### src/rtl/ecc_pkg.sv
// Shared types and helpers for the SECDED stream encoder.
// calc_m returns the Hamming check-bit count for a given data width.
package ecc_pkg;

  typedef enum logic [1:0] {
    INJ_NONE   = 2'd0,
    INJ_SINGLE = 2'd1,
    INJ_DOUBLE = 2'd2
  } inj_mode_t;

  typedef enum logic [1:0] {
    SKID_EMPTY = 2'd0,
    SKID_ONE   = 2'd1,
    SKID_TWO   = 2'd2
  } skid_state_t;

  typedef enum logic {
    INJ_IDLE  = 1'b0,
    INJ_ARMED = 1'b1
  } inj_state_t;

  // Smallest m with 2**m >= m + k + 1.
  function automatic int calc_m(input int k);
    int m;
    m = 1;
    while ((1 << m) < (m + k + 1)) m++;
    return m;
  endfunction

endpackage

### src/rtl/ecc_secded_lane_enc.sv
// Combinational extended-Hamming encoder for one lane: K data bits in,
// CW = n+1 codeword bits out, with the overall parity bit at LSB or MSB.
module ecc_secded_lane_enc
  import ecc_pkg::*;
#(
  parameter int K      = 26,
  parameter bit P0_LSB = 1'b1,
  localparam int M     = calc_m(K),
  localparam int N     = M + K,
  localparam int CW    = N + 1
) (
  input  logic [K-1:0]  d_i,
  output logic [CW-1:0] q_o
);

  // Positions covered by check bit b (data positions only).
  function automatic logic [N:1] cover_mask(input int b);
    logic [N:1] mask;
    mask = '0;
    for (int p = 1; p <= N; p++) begin
      if ((((p >> b) & 1) == 1) && ((p & (p - 1)) != 0)) mask[p] = 1'b1;
    end
    return mask;
  endfunction

  logic [N:1]   dpos;
  logic [N:1]   cw;
  logic [M-1:0] par;
  logic         p0;

  // Data occupies the non-power-of-two positions in ascending order.
  for (genvar gi = 1; gi <= N; gi++) begin : g_pos
    if ((gi & (gi - 1)) != 0) begin : g_data
      assign dpos[gi] = d_i[gi - $clog2(gi + 1) - 1];
      assign cw[gi]   = dpos[gi];
    end else begin : g_check
      assign dpos[gi] = 1'b0;
      assign cw[gi]   = par[$clog2(gi)];
    end
  end

  for (genvar gi = 0; gi < M; gi++) begin : g_parity
    localparam logic [N:1] COVER = cover_mask(gi);
    assign par[gi] = ^(dpos & COVER);
  end

  assign p0 = ^cw;

  if (P0_LSB) begin : g_p0_lsb
    assign q_o = {cw, p0};
  end else begin : g_p0_msb
    assign q_o = {p0, cw};
  end

endmodule

### src/rtl/ecc_secded_stream_enc.sv
// Multi-lane SECDED stream encoder: one output register plus one skid entry,
// one-shot single/double bit error injection and a saturating beat counter.
module ecc_secded_stream_enc
  import ecc_pkg::*;
#(
  parameter int K       = 26,
  parameter int LANES   = 2,
  parameter bit P0_LSB  = 1'b1,
  parameter int CNT_W   = 32,
  localparam int M      = calc_m(K),
  localparam int CW     = M + K + 1,
  localparam int LW     = (LANES > 1) ? $clog2(LANES) : 1,
  localparam int PW     = $clog2(CW)
) (
  input  logic                clk_i,
  input  logic                rst_i,
  input  logic                clear_i,
  input  logic [LANES*K-1:0]  d_i,
  input  logic                valid_i,
  output logic                ready_o,
  output logic [LANES*CW-1:0] q_o,
  output logic                valid_o,
  input  logic                ready_i,
  input  logic                inj_req_i,
  input  logic [1:0]          inj_mode_i,
  input  logic [LW-1:0]       inj_lane_i,
  input  logic [PW-1:0]       inj_pos_i,
  output logic                inj_done_o,
  output logic [CNT_W-1:0]    cnt_o
);

  logic [LANES*CW-1:0] enc_raw;
  logic [LANES*CW-1:0] enc_inj;
  logic [LANES*CW-1:0] inj_mask;
  logic [LANES*CW-1:0] q_reg;
  logic [LANES*CW-1:0] skid_q_reg;
  logic                valid_reg;
  logic                ready_reg;
  logic [CNT_W-1:0]    cnt_reg;

  skid_state_t skid_reg, skid_next;
  inj_state_t  inj_reg, inj_next;

  logic          acc, xfer;
  logic          load_out_in, load_out_skid, load_skid;
  logic          arm_req, inj_fire, flip_en;
  logic          inj_dbl_reg;
  logic [LW-1:0] inj_lane_reg;
  logic [PW-1:0] inj_pos_reg;
  logic [PW-1:0] pos_next;

  assign acc     = valid_i && ready_reg;
  assign xfer    = valid_reg && ready_i;
  assign arm_req = inj_req_i && ((inj_mode_i == INJ_SINGLE) || (inj_mode_i == INJ_DOUBLE));

  // Injection mask built from the captured request; out-of-range targets flip nothing.
  assign pos_next = (int'(inj_pos_reg) == CW - 1) ? '0 : inj_pos_reg + 1'b1;
  assign flip_en  = (int'(inj_pos_reg) < CW) && (int'(inj_lane_reg) < LANES);

  for (genvar gi = 0; gi < LANES; gi++) begin : g_lane
    ecc_secded_lane_enc #(
      .K      (K),
      .P0_LSB (P0_LSB)
    ) u_lane_enc (
      .d_i (d_i[gi*K +: K]),
      .q_o (enc_raw[gi*CW +: CW])
    );
    for (genvar gj = 0; gj < CW; gj++) begin : g_bit
      assign inj_mask[gi*CW + gj] = flip_en && (int'(inj_lane_reg) == gi) &&
                                    ((int'(inj_pos_reg) == gj) ||
                                     (inj_dbl_reg && (int'(pos_next) == gj)));
    end
  end

  assign enc_inj = enc_raw ^ (inj_fire ? inj_mask : '0);

  // Skid FSM: state register
  always_ff @(posedge clk_i or posedge rst_i) begin
    if (rst_i) skid_reg <= SKID_EMPTY;
    else       skid_reg <= skid_next;
  end

  // Skid FSM: next state
  always_comb begin
    skid_next = skid_reg;
    unique case (skid_reg)
      SKID_EMPTY: if (acc) skid_next = SKID_ONE;
      SKID_ONE: begin
        if (acc && !xfer)      skid_next = SKID_TWO;
        else if (!acc && xfer) skid_next = SKID_EMPTY;
      end
      SKID_TWO:   if (xfer) skid_next = SKID_ONE;
      default:    skid_next = SKID_EMPTY;
    endcase
  end

  // Skid FSM: datapath load enables
  always_comb begin
    load_out_in   = 1'b0;
    load_out_skid = 1'b0;
    load_skid     = 1'b0;
    unique case (skid_reg)
      SKID_EMPTY: load_out_in = acc;
      SKID_ONE: begin
        load_out_in = acc && xfer;
        load_skid   = acc && !xfer;
      end
      SKID_TWO:   load_out_skid = xfer;
      default: ;
    endcase
  end

  always_ff @(posedge clk_i or posedge rst_i) begin
    if (rst_i) begin
      q_reg      <= '0;
      skid_q_reg <= '0;
      valid_reg  <= 1'b0;
      ready_reg  <= 1'b0;
    end else begin
      if (load_out_in)        q_reg <= enc_inj;
      else if (load_out_skid) q_reg <= skid_q_reg;
      if (load_skid)          skid_q_reg <= enc_inj;
      valid_reg <= (skid_next != SKID_EMPTY);
      ready_reg <= (skid_next != SKID_TWO);
    end
  end

  // Injection FSM: state register and request capture
  always_ff @(posedge clk_i or posedge rst_i) begin
    if (rst_i) begin
      inj_reg      <= INJ_IDLE;
      inj_dbl_reg  <= 1'b0;
      inj_lane_reg <= '0;
      inj_pos_reg  <= '0;
    end else begin
      inj_reg <= inj_next;
      if ((inj_reg == INJ_IDLE) && arm_req && !clear_i) begin
        inj_dbl_reg  <= (inj_mode_i == INJ_DOUBLE);
        inj_lane_reg <= inj_lane_i;
        inj_pos_reg  <= inj_pos_i;
      end
    end
  end

  // Injection FSM: next state (clear wins over arm and over completion)
  always_comb begin
    inj_next = inj_reg;
    unique case (inj_reg)
      INJ_IDLE:  if (arm_req && !clear_i) inj_next = INJ_ARMED;
      INJ_ARMED: if (clear_i || acc)      inj_next = INJ_IDLE;
      default:   inj_next = INJ_IDLE;
    endcase
  end

  // Injection FSM: outputs
  always_comb begin
    inj_fire   = (inj_reg == INJ_ARMED) && !clear_i;
    inj_done_o = inj_fire && acc;
  end

  always_ff @(posedge clk_i or posedge rst_i) begin
    if (rst_i)                       cnt_reg <= '0;
    else if (clear_i)                cnt_reg <= '0;
    else if (xfer && (cnt_reg != '1)) cnt_reg <= cnt_reg + 1'b1;
  end

  assign ready_o = ready_reg;
  assign valid_o = valid_reg;
  assign q_o     = q_reg;
  assign cnt_o   = cnt_reg;

endmodule

### config.mk
export PLATFORM = sky130hd
export DESIGN_NAME = ecc_secded_stream_enc
export DESIGN_NICKNAME = d
export VERILOG_FILES = /design/src/rtl/ecc_pkg.sv /design/src/rtl/ecc_secded_lane_enc.sv /design/src/rtl/ecc_secded_stream_enc.sv
export SDC_FILE = /design/constraint.sdc
export NUM_CORES = 1
export LEC_CHECK = 0
export ABC_AREA = 1
export BUFFER_PORTS_ARGS = -buffer_cell sky130_fd_sc_hd__buf_4
export CORE_MARGIN = 1.5
export CORE_UTILIZATION = 45
export CTS_BUF_LIST = sky130_fd_sc_hd__clkbuf_4
export DETAILED_ROUTE_END_ITERATION = 7
export PLACE_DENSITY = 0.75
export SYNTH_ARGS = -nofsm -noshare
export SYNTH_HDL_FRONTEND = slang
export SYNTH_SLANG_ARGS = --single-unit
### constraint.sdc
create_clock -name clk_i -period 11.2 [get_ports clk_i]
set_clock_uncertainty 0.15 [all_clocks]
set_input_delay 0 -clock clk_i [delete_from_list [all_inputs] [get_ports clk_i]]
set_output_delay 0 -clock clk_i [all_outputs]
set_load 0.03 [all_outputs]
Word level (Yosys, flattened, before mapping)
Cells that the tools add are included.
{ "totals": {"ff_bits": 172, "in_bits": 66, "out_inout_bits": 99, "wordCells": 263} }
{ "op_classes": {"n_addsub": 2, "eq_ne": 68, "mux": 17, "bitwise": 3, "n_reduce_logical": 163} }
{ "op_table": {"columns": ["cell", "n"], "rows": [
  ["$reduce_xor 31->1", 12],
  ["$mux 64", 3],
  ["$eq 5x5->1 const B", 32],
  ["$logic_and 1x1->1", 108],
  ["$eq 5x4->1 const B", 16],
  ["$mux 32", 2],
  ["$xor 64x64->64", 1],
  ["$eq 5x3->1 const B", 8],
  ["$logic_or 1x1->1", 34],
  ["$add 32x1->32 const B", 1],
  ["$ne 32x32->1 const B", 1],
  ["$eq 5x2->1 const B", 4],
  ["$eq 5x1->1 const B", 2],
  ["$logic_not 5->1", 2],
  ["$mux 2", 4],
  ["$pmux 2 s3", 1],
  ["$reduce_bool 2->1", 3],
  ["$add 5x1->5 const B", 1],
  ["$mux 5", 1],
  ["$eq 2x1->1 const B", 2],
  ["$eq 2x2->1 const B", 2],
  ["$mux 1", 4],
  ["$pmux 1 s2", 2],
  ["$logic_not 1->1", 3],
  ["3 further kinds", 4]
]} }

Logic depth before layout (Yosys ltp)
Gate-level depths: netlist of the first run.
{ "depth": {"word_depth": 9, "mapped_depth": 20, "depth_no_buf": 19} }

Cells and area by module
From an unflattened synthesis of the first run, not the netlist that was laid out.
{ "unflattened": {"cells_unflattened": 1912, "area_unflattened_um2": 12605.8} }
{ "by_module_without_submodules": {"columns": ["module", "instances", "cells_per_inst", "area_per_inst_um2", "seq_area_each_um2"], "rows": [
  ["ecc_secded_stream_enc", 1, 1364, 9893.2, 4304.1],
  ["ecc_secded_lane_enc", 2, 274, 1356.3, 0.0]
]} }

Worst setup path before layout of the first run
Ideal clock, no wire load.
{ "synth_timing": {"kind": "register to register", "start": "register inj_pos_reg[4]", "end": "register q_reg[12] (netlist: q_o[12])", "setup_time_ps": 87, "arrival_time_ps": 2196, "required_time_ps": 10963, "path_slack_ps": 8768, "path_stages_with_launch": 12, "path_buffers": 3, "period_less_slack_ps": 2432, "cell_sequence": "dfrtp_1 > buf_2 > clkinv_1 > buf_1 > ha_1 > nand2_1 > clkbuf_1 > o22ai_1 > nand2_1 > xor2_1 > inv_2 > o211ai_1"} }
{ "synth_between": {"elab_chain_len": 9, "elab_cells_between_ends": 11, "cone_classes": "1 x add/sub; 3 x eq/ne; 3 x mux; 1 x bitwise; 3 x reduce/logical"} }
{ "synth_lines": {"columns": ["element", "line_no", "text"], "rows": [
  ["start: declaration", "ecc_secded_stream_enc.sv:49", "logic [PW-1:0] inj_pos_reg;"],
  ["start signal: assignment", "ecc_secded_stream_enc.sv:140", "inj_pos_reg <= inj_pos_i;"],
  ["$add 5x1->5 / $eq 5x1->1 (equally long branches)", "ecc_secded_stream_enc.sv:57", "assign pos_next = (int'(inj_pos_reg) == CW - 1) ? '0 : inj_pos_reg + 1'b1;"],
  ["$mux 5", "ecc_secded_stream_enc.sv:57", null],
  ["$eq 5x5->1", "ecc_secded_stream_enc.sv:71", "(inj_dbl_reg && (int'(pos_next) == gj)));"],
  ["$logic_and 1x1->1", "ecc_secded_stream_enc.sv:71", null],
  ["$logic_or 1x1->1 (*)", "ecc_secded_stream_enc.sv:70", "((int'(inj_pos_reg) == gj) ||"],
  ["$logic_and 1x1->1 (*)", "ecc_secded_stream_enc.sv:69", "assign inj_mask[gi*CW + gj] = flip_en && (int'(inj_lane_reg) == gi) &&"],
  ["$mux 64 (*)", "ecc_secded_stream_enc.sv:75", "assign enc_inj = enc_raw ^ (inj_fire ? inj_mask : '0);"],
  ["$xor 64x64->64 (*)", "ecc_secded_stream_enc.sv:75", null],
  ["$mux 64 (*)", "ecc_secded_stream_enc.sv:120", "if (load_out_in) q_reg <= enc_inj;"],
  ["end signal: assignment", "ecc_secded_stream_enc.sv:120", null],
  ["end signal: assignment", "ecc_secded_stream_enc.sv:121", "else if (load_out_skid) q_reg <= skid_q_reg;"],
  ["end: declaration", "ecc_secded_stream_enc.sv:35", "logic [LANES*CW-1:0] q_reg;"]
]} }
Mark *: on every way between the ends. The rest lies on a longest branch, timed or not.
A chain may end at the register's enable or synchronous reset.

Worst setup path in the final report of the first run
{ "layout_timing": {"start": "register inj_pos_reg[4]", "end": "register q_reg[10] (netlist: q_o[10])"} }
Same word-level chain as after synthesis.

==> run metrics, run 1 <==
CP Data Required Time 11.56 ns; GRT Resource Usage Total 26.8%; f_max 0.279 GHz; grt total ovfl 0; Final ANT Viol Nets 0; final critical-path share of the clock period 32.0%; CTS clk-pin slew, worst paths 0.17 ns; fraction of layout cells with a size suffix above 1 15.6%; Netlist cell types 44; sequential share of the synthesized area 38.6%; slew at the pin closest to its max-slew limit 1.01 ns; critical path class reg2reg; Post-synth ARST share 100%; vias in the first global route 10.6k; pre-CTS WS 7.71 ns; CTS max path bufs 2; Layout Area Growth over Synthesis 22.1%; Syn Inst Count 1,625; reg2reg setup slack 7.62 ns; via count 11.3k; drt total wl 34,100 um; max incr delay on CP 0.73 ns; failing checks negative hold slack; critical-path cell list clkinv_1, ha_1, nand2_1, o22ai_1, nand2_1, xnor2_1, inv_1, o211ai_1; routed len/inst 15.7 um; CP most frequent cell nand2_1; clock tree root buffer cell clkbuf_4; Critical Path Start Type register; XOR/XNOR Fraction of Synth Area 8.56%; Critical Path AT 3.94 ns; fin worst setup slack 7.62 ns; first-pass iteration count of the detailed router 5; initial antenna violation count 1; die area 0.0257 sq mm; CTS tree built; syn_area_per_cell 6.86 sq um; combinational family with the most area after synthesis simple AND/OR/NAND/NOR gates; Leakage 0.00700 uW; # placed instances 2,066; Compound-Gate Fraction of Synth Area 10.5%; Port Buf Inserts 164; WHS -0.0262 ns; Vias per Instance 5.20; Synth Warn # 0; largest net degree at the start of global routing 102; Peak supply drop 99.5 uV; Top FF cell, synth dfrtp_1; Synth Area in Adders 0.898%; H-tree levels 4; worst relative slew slack 32.9%; Ports 165; Post-synth EDFFs 0; Slowest cell on crit path dfrtp_1; Layout Nets 1,904; total of max-cap violations 0; unrepaired setup endpoints after global routing no; multiplexer share of the synthesized area 0.101%; Tmin final 3.58 ns; Die Wd 160 um; Clock Sinks 172; num rows 57; CTS Buf Count 17; Post-DP HPWL 25,000 um; Max Slew Vio Count 0; Initial Util 45.9%; die height 160 um; Syn Nets 1,699; GP Congestion 0.969; Final Hold Fails 21; Pwr Density 197 mW/mm^2; status finished, violations left; Yosys reg bits 172; drc violations 0; Syn Std Cell Area 0.0112 sq mm; Worst setup EP type register; worst skew pair latency 0.59 ns; first-pass GRT wire length 54,700 um; core area 0.0243 sq mm; TNS Setup 0 ns; critical-path maximum fanout 17; Post-Synth Simple-Gate Area 33.1%; final setup fails 0; hold crit path type in2async; DRT iter0 DRCs 929; non-filler instance count after layout 2,168
stage by stage:
stage | total power [uW] | area [sq um] | util [%]
6_report | 2680 | 13600 | 56.0
5_1_grt | 2860 | 13600 | 56.0
4_1_cts | 2680 | 13600 | 56.0
3_5_place_dp | 2300 | 12700 | 52.0
3_3_place_gp | 2270 | 12700 | 52.0
2_1_floorplan | 1840 | 11200 | -
synth_stat cells (3+ instances only):
master / n / area, sq um
nand2_1: 693 / 2600
dfrtp_1: 172 / 4300
inv_1: 131 / 492
nand3_1: 91 / 455
xor2_1: 83 / 727
nor2_1: 66 / 248
o21ai_1: 58 / 290
inv_2: 50 / 188
clkbuf_1: 43 / 161
a22oi_1: 35 / 263
xnor2_1: 26 / 228
o211ai_1: 25 / 188
o21ai_0: 21 / 105
a21oi_1: 20 / 100
o22ai_1: 19 / 119
nor3_1: 11 / 55.1
buf_2: 9 / 45.0
nand2_2: 9 / 56.3
ha_1: 8 / 100
nand4_1: 7 / 43.8
nor2_2: 6 / 37.5
clkinv_1: 5 / 18.8
nor2_4: 5 / 56.3
nor4_1: 5 / 31.3
o21a_1: 3 / 22.5
o31ai_1: 3 / 22.5
worst max-delay path, delay by kind of cell, from the launching register on:
family	cells	cell delay, ns
buffers and inverters	2	0.71
AO/OA/AOI/OAI	2	0.64
XOR/XNOR	1	0.28
adder cells (fa/ha/maj)	1	0.51
flip-flops	1	0.73
AND/OR/NAND/NOR	2	0.50
placed cells by master (no fill, tap or decap), drive strengths merged, types with 13 or more instances in the layout:
master       Yosys  layout
nand2          702     702
dfrtp          172     172
buf             12     172
nor2            77      77
inv            181     187
nand3           92      92
dlygate4sd3      0      69
o211ai          25      25
o22ai           19      19
a22oi           35      35
clkbuf          43      18
xnor2           26      26
o21ai           79      79
a21oi           21      21
xor2            83      83
nor3            13      13
cell type report:
type	count	area [sq um]
Timing Repair Buffer	241	1980
Sequential cell	172	4300
Multi-Input combinational cell	1212	5950
Clock buffer	18	135
Inverter	186	703
Fill cell	2291	10700
Clock inverter	13	134
Antenna cell	2	5.00
Tap cell	324	405
cell families (layout without fill, tap and decap cells):
| kind of cell | Yosys count | count (layout) |
|---|---|---|
| AOI/OAI and AO/OA | 191 | 191 |
| other | 0 | 2 |
| adders and majority gates | 8 | 8 |
| and+or+nand+nor | 903 | 903 |
| xor gates and xnor gates | 109 | 109 |
| muxes | 1 | 1 |
| buffers and inverters | 241 | 458 |
| DFF | 172 | 172 |
path summary, 6_finish.rpt:
path | startpoint | to | depth (start not counted)
setup / recovery | inj_pos_reg[4]$_DFFE_PP0P_ | q_o[10]$_DFFE_PP0P_ | 8
hold / removal | rst_i | cnt_o[3]$_DFFE_PP0P_ | 3
setup reg to reg | inj_pos_reg[4]$_DFFE_PP0P_ | q_o[10]$_DFFE_PP0P_ | 8
hold reg to reg | skid_q_reg[3]$_DFFE_PP0P_ | q_o[3]$_DFFE_PP0P_ | 2
max in group asynchronous | rst_i | q_o[39]$_DFFE_PP0P_ | 4
min in group clk_i | inj_req_i | inj_pos_reg[4]$_DFFE_PP0P_ | 3
metal layers:
layer	share of wire (%)	wire length (um)	vias up	GRT usage, %
li1	-	-	5529	-
met1	45	15200	5272	36.7
met2	46	15700	406	43.2
met3	6.1	2080	67	4.24
met4	3.1	1070	0	9.43
met5	0	0	-	0
power by group:
group | switching (uW) | leakage, uW | internal (uW) | total [uW]
Combinational | 855 | 0.00469 | 448 | 1300
Clock | 245 | 0.000140 | 117 | 362
Sequential | 155 | 0.00217 | 857 | 1010
repair_timing:
action / 4_1_cts / 5_1_grt
gates resized for setup: 0 / 0
hold endpoints to repair: 243 / 0
hold buffers: 69 / 0
buffers inserted: 0 / 0
Power figures use the tool's default switching activity.
==> inputs of run 2 (changes only) <==
Settings changed: ABC_AREA 1 to 0, PLACE_DENSITY 0.75 to 0.76.
Clock period 11.2 ns to 3.4 ns, I/O delays scaled along.
==> run 2 against run 1 <==
Compared with the run above: the flow now finishes without violations; sequential power grew to 3.3 times the previous value; combinational power grew to 3.5 times the previous value; routed wire length shrank 16%; via count shrank 26%; non-clock buffer count grew 18; clock-buffer cell count is the same; synthesized area shrank 10%; clock power grew to 3.5 times the previous value; worst setup slack lost 7.4 ns; final cell count shrank 28%; power grew to 3.4 times the previous value; global-route usage shrank 1.9 points; critical path type unchanged.
==> run metrics, run 2 <==
main area contributors after synthesis dfrtp_1 43%, xnor2_1 8.5%, o21ai_0 8.0%; Layout Nets 1,341 (-30%); core area 0.0218 sq mm (-10%); via count 8,359 (-26%); critical-path cell list ha_1, and3_1, ha_1, nand3b_1, nor2_2, o21ai_0, a21oi_2, xnor2_1, o21ai_0, dlygate4sd3_1; Post-synth EDFFs 0 (unchanged); switching portion of total power 42.4% (-4.5 points); final setup fails 0 (unchanged); Synth Warn # 0 (unchanged); Top FF cell, synth dfrtp_1; non-filler instance count after layout 1,560 (-28%); Yosys top cell area share 43.0% (+4.4 points); r2r startpoint inj_pos_reg[1]$_DFFE_PP0P_; Syn Nets 1,118 (-34%); Switch Pwr 3850 uW (+210%); Syn Std Cell Area 0.0100 sq mm (-10%); drt total wl 28,600 um (-16%); Pwr Density 716 mW/mm^2 (+260%); syn_area_per_cell 9.58 sq um (+40%); slew at the pin closest to its max-slew limit 0.799 ns (-0.208 ns); Fillers 1,909 (-17%); final critical-path share of the clock period 93.6% (+62 points); CP Data Required Time 3.74 ns (-7.82 ns); Leakage 0.00558 uW (-20%); reg2reg setup slack 0.22 ns (-7.40 ns); total power 9080 uW (+240%); CTS max path bufs 2 (unchanged); sequential share of the synthesized area 43.0% (+4.4 points); critical path class reg2reg; Post-DP HPWL 20,300 um (-19%); Netlist cell types 46 (+4.5%); Initial Util 45.8% (about the same); Ports 165 (unchanged); reg2reg path depth 10 (+2); FF-to-FF End skid_q_reg[43]$_DFFE_PP0P_; CTS Buf Count 17 (unchanged); Tmin final 3.18 ns (-0.399 ns); Die Wd 152 um (-5.2%); Yosys reg bits 172 (unchanged); Port Buf Inserts 164 (unchanged); hold path start d_i[4]; Internal 5230 uW (+270%); Slowest cell on crit path dlygate4sd3_1; most frequent cell after synthesis nand2_1; die height 152 um (-5.2%); Peak supply drop 406 uV (+310%); Final ANT Viol Nets 0 (unchanged); commonest non-fill, non-tap cell in the layout buf_4; Critical Path Start Type register; Critical Path AT 3.52 ns (-0.42 ns); max incr delay on CP 0.56 ns (-0.17 ns); GP Congestion 0.966 (-0.36%); Max Slew Vio Count 0 (unchanged); Hold Crit Depth 4; most frequent cells in the layout 177 x buf_4, 175 x nand2_1, 172 x dfrtp_1; largest net degree at the start of global routing 113 (+11%); status finished clean; hold crit path type in2reg; GRT Resource Usage Total 24.9% (-1.9 points); combinational power share 50.0% (+1.3 points); TNS Setup 0 ns (unchanged); H-tree levels 4 (unchanged); Final Hold Fails 0 (-100%); unrepaired setup endpoints after global routing no; initial antenna violation count 1 (unchanged); total of max-cap violations 0 (unchanged); fraction of layout cells with a size suffix above 1 23.1% (+7.5 points); most frequent cells after synthesis 177 x nand2_1, 172 x dfrtp_1, 160 x o21ai_0; Layout Area Growth over Synthesis 26.7%; die area 0.0231 sq mm (-10%); worst relative slew slack 46.3% (+13 points); WHS 0.136 ns (+0.162 ns); first-pass GRT wire length 45,700 um (-16%); DRT iter0 DRCs 502 (-46%); Post-synth ARST share 100% (unchanged); Worst setup EP type register; CTS clk-pin slew, worst paths 0.16 ns (about the same); vias in the first global route 8,179 (-23%); first-pass iteration count of the detailed router 5 (unchanged); Vias per Instance 5.36 (+3.0%); clock tree root buffer cell clkbuf_4; Flop pwr share 36.2% (-1.6 points); critical-path maximum fanout 8 (-9); drc violations 0 (unchanged); Clock Sinks 172 (unchanged); Hold EP q_o[9]$_DFFE_PP0P_; grt total ovfl 0 (unchanged); f_max 0.314 GHz (+13%); # placed instances 1,450 (-30%); routed len/inst 18.4 um (+17%); Yosys top cell by area dfrtp_1; Syn Inst Count 1,044 (-36%); fin util 58.1% (+2.1 points); CTS tree built; Clock Power Share 13.8% (+0.3 points); num rows 54 (-5.3%); worst skew pair latency 0.59 ns (about the same)
## run 2: power groups by stage
stage / logic (uW) / registers, uW / clock network, uW
floorplan: 2350 / 3940 / 0
global placement: 4330 / 3300 / 0
detailed placement: 4390 / 3330 / 0
CTS: 4520 / 3280 / 1270
global route: 4940 / 3380 / 1350
finish: 4530 / 3290 / 1260
## run 2: repair_timing
| action | CTS | global route |
|---|---|---|
| gates resized for setup | 0 | 4 |
| hold endpoints to repair | 332 | 0 |
| hold buffers | 78 | 0 |
| setup endpoints to repair | 0 | 2 |
| setup buffers | 0 | 0 |
## run 2: logic make-up after synthesis
logic type	synth area share, %
xor gates and xnor gates	18.7
DFF	43.0
and+or+nand+nor	14.8
adders and majority gates	1.00
buffers and inverters	2.44
AOI/OAI and AO/OA	12.3
muxes	7.66
## run 2: critical path: cells and delay by family (launching register included)
family          cells  cell delay [ns]
compound gates      3             0.53
xor+xnor            1             0.19
fa+ha+maj           2             0.48
buf+inv             1             0.56
flops               1             0.45
simple gates        3             0.73
## run 2: metrics by stage
step	setup WS [ns]	area, sq um
global route	0.0178	12700
global placement	0.522	11600
floorplan	0.497	10000
detailed placement	0.490	11600
CTS	0.155	12700
finish	0.217	12700
## run 2: final cells by class
type,count,area [sq um],share of cell area (%)
multi-input combinational,807,5500,43.4
sequential,172,4300,34.0
timing repair buffer,259,2190,17.3
tap,280,350,2.76
clock inverter,13,155,1.22
clock buffer,18,135,1.07
inverter,10,41.3,0.326
antenna,1,2.50,0.0197
## run 2: routing by layer
| layer | routed length [um] | global-route usage (%) | vias up |
|---|---|---|---|
| met5 | 0 | 0 | - |
| met4 | 510 | 6.38 | 0 |
| met3 | 1440 | 3.96 | 31 |
| met2 | 13700 | 40.7 | 267 |
| met1 | 13000 | 34.7 | 4046 |
| li1 | - | - | 4015 |
## run 2: how the worst max path moves through the flow
stage | startpoint | end | slack [ns]
4_1_cts | inj_pos_reg[1]$_DFFE_PP0P_ | skid_q_reg[43]$_DFFE_PP0P_ | 0.15
3_3_place_gp | inj_pos_reg[1]$_DFFE_PP0P_ | q_o[61]$_DFFE_PP0P_ | 0.52
5_1_grt | inj_pos_reg[1]$_DFFE_PP0P_ | skid_q_reg[43]$_DFFE_PP0P_ | 0.02
6_report | inj_pos_reg[1]$_DFFE_PP0P_ | skid_q_reg[43]$_DFFE_PP0P_ | 0.22
2_1_floorplan | inj_pos_reg[1]$_DFFE_PP0P_ | q_o[53]$_DFFE_PP0P_ | 0.50
3_5_place_dp | inj_pos_reg[1]$_DFFE_PP0P_ | skid_q_reg[61]$_DFFE_PP0P_ | 0.49
==> inputs of run 3 (changes only) <==
Settings changed: SETUP_SLACK_MARGIN set to 0.4.
==> run 3 against run 2 <==
Compared with the run above: critical path depth decreased by 1; first-iteration DRC count increased by 5.8%; maximum frequency increased by 9.9%; utilization increased by 0.13 points; die area unchanged; global-route usage unchanged; largest power group unchanged; final cell count about the same; sequential power about the same; hold slack improved by 0.010 ns; routed wire length about the same; cell area increased by 0.22%; combinational power about the same.
==> run metrics, run 3 (same netlist as run 2, synthesis figures left out) <==
TNS Setup 0 ns (unchanged); Hold EP q_o[9]$_DFFE_PP0P_; core area 0.0218 sq mm (unchanged); reg2reg path depth 9 (-1); die area 0.0231 sq mm (unchanged); delay-heaviest family, CP simple AND/OR/NAND/NOR gates; hold path start d_i[4]; CP Data Required Time 3.70 ns (-0.04 ns); dpl cell area 0.0116 sq mm (unchanged); Slowest cell on crit path dfrtp_1; total of max-cap violations 0 (unchanged); final critical-path share of the clock period 85.2% (-8.4 points); Vias per Instance 5.37 (+0.18%); GRT Resource Usage Total 24.9% (unchanged); Buf/Inv on CP 0 (-1); GP Congestion 0.966 (unchanged); Port Buf Inserts 164 (unchanged); f_max 0.345 GHz (+9.9%); r2r startpoint inj_pos_reg[1]$_DFFE_PP0P_; Peak supply drop 407 uV (+0.22%); unrepaired setup endpoints after global routing yes; CTS tree built; worst relative slew slack 47.2% (+0.93 points); Post-DP HPWL 20,300 um (unchanged); CTS Buf Count 17 (unchanged); Max Slew Vio Count 0 (unchanged); critical-path cell list ha_1, and3_1, ha_1, or3b_4, or3_1, a21oi_1, o21ai_0, xor2_1, o21ai_0; Pwr Density 714 mW/mm^2 (-0.28%); Final ANT Viol Nets 0 (unchanged); Layout Nets 1,342 (+0.075%); reg2reg setup slack 0.50 ns (+0.29 ns); DRT iter0 DRCs 531 (+5.8%); Die Wd 152 um (unchanged); drc violations 0 (unchanged); clock tree root buffer cell clkbuf_4; final instance area 0.0127 sq mm (+0.22%); FF-to-FF End q_o[61]$_DFFE_PP0P_; Initial Util 45.8% (unchanged); grt total ovfl 0 (unchanged); critical-path maximum fanout 5 (-3); Ports 165 (unchanged); Critical Path Start Type register; Leakage 0.00559 uW (about the same); die height 152 um (unchanged); Hold Crit Depth 4 (unchanged); area taken by multi-input logic gates 0.00552 sq mm (+0.46%); pre-CTS WS 0.490 ns (unchanged); drt total wl 28,700 um (about the same); initial antenna violation count 1 (unchanged); commonest non-fill, non-tap cell in the layout buf_4; via count 8,379 (+0.24%); critical path class reg2reg; Final Hold Fails 0 (unchanged); num rows 54 (unchanged); routed len/inst 18.4 um (about the same); FF+latch area 0.00430 sq mm (unchanged); final setup fails 0 (unchanged); worst skew pair latency 0.58 ns (about the same); fin util 58.2% (+0.13 points); slew at the pin closest to its max-slew limit 0.791 ns (-0.00720 ns); Worst setup EP type register; non-filler instance count after layout 1,561 (+0.064%); critical path depth 9 (-1); Clock Sinks 172 (unchanged); most frequent cells in the layout 180 x buf_4, 175 x nand2_1, 172 x dfrtp_1; Critical Path AT 3.19 ns (-0.33 ns); Fillers 1,912 (+0.16%); vias in the first global route 8,179 (unchanged); status finished clean; CTS max path bufs 2 (unchanged); first-pass iteration count of the detailed router 5 (unchanged); Layout Area Growth over Synthesis 27.0%; fin worst setup slack 0.504 ns (+0.287 ns); H-tree levels 4 (unchanged); Tmin final 2.90 ns (-0.287 ns); max incr delay on CP 0.45 ns (-0.11 ns); first-pass GRT wire length 45,700 um (unchanged); CTS clk-pin slew, worst paths 0.16 ns (about the same); largest net degree at the start of global routing 113 (unchanged); # placed instances 1,450 (unchanged); fraction of layout cells with a size suffix above 1 23.7% (+0.61 points); hold crit path type in2reg
==> run 3: changes by cell type in the layout (fill, tap and decap cells not counted), sizes merged <==
cell	before	now
buf	181	184
dlygate4sd3	78	76
==> run 3: tightest hold or removal path, cell delays in order <==
cell and delay [ns]:
dlygate4sd3_1 0.52, buf_4 0.13, xnor2_1 0.12, o21ai_0 0.07
==> run 3: per-layer routing <==
metal / wire length (um) / up-vias / track usage (%)
met3: 1500 / 31 / 3.96
met4: 505 / 0 / 6.38
met5: 0 / - / 0
met2: 13700 / 297 / 40.7
met1: 12900 / 4033 / 34.7
li1: - / 4018 / -
==> run 3: final cells by class <==
class | instances | area share [%]
Multi-Input combinational cell | 807 | 43.5
Sequential cell | 172 | 33.9
Timing Repair Buffer | 260 | 17.3
Tap cell | 280 | 2.76
Clock inverter | 13 | 1.22
Clock buffer | 18 | 1.06
Inverter | 10 | 0.325
Antenna cell | 1 | 0.0197
==> run 3: worst max-delay path by stage <==
| stage | to | slack, ns | start |
|---|---|---|---|
| after global routing | skid_q_reg[14]$_DFFE_PP0P_ | 0.34 | inj_pos_reg[1]$_DFFE_PP0P_ |
| after global placement | q_o[61]$_DFFE_PP0P_ | 0.52 | inj_pos_reg[1]$_DFFE_PP0P_ |
| after CTS | skid_q_reg[61]$_DFFE_PP0P_ | 0.44 | inj_pos_reg[1]$_DFFE_PP0P_ |
| after floorplan | q_o[53]$_DFFE_PP0P_ | 0.50 | inj_pos_reg[1]$_DFFE_PP0P_ |
| after detailed placement | skid_q_reg[61]$_DFFE_PP0P_ | 0.49 | inj_pos_reg[1]$_DFFE_PP0P_ |
| final | q_o[61]$_DFFE_PP0P_ | 0.50 | inj_pos_reg[1]$_DFFE_PP0P_ |
==> run 3: stage by stage <==
stage | hold slack, ns | total power, uW
final | 0.147 | 9070
after global routing | 0.129 | 9670
after CTS | 0.115 | 9060
after detailed placement | 0.0157 | 7720
after global placement | 0.00813 | 7630
after floorplan | -0.0332 | 6290
==> run 3: repair_timing <==
item | 4_1_cts | 5_1_grt
buffers inserted | 0 | 3
endpoints found under the setup margin | 0 | 45
hold endpoints to repair | 332 | 0
hold buffers | 76 | 0
resized for setup | 0 | 20
==> run 3: report_power, final <==
part / internal, uW / switching, uW / total [uW]
Clock: 459 / 794 / 1250
Combinational: 1940 / 2590 / 4530
Sequential: 2820 / 467 / 3290
Total: 5220 / 3850 / 9070
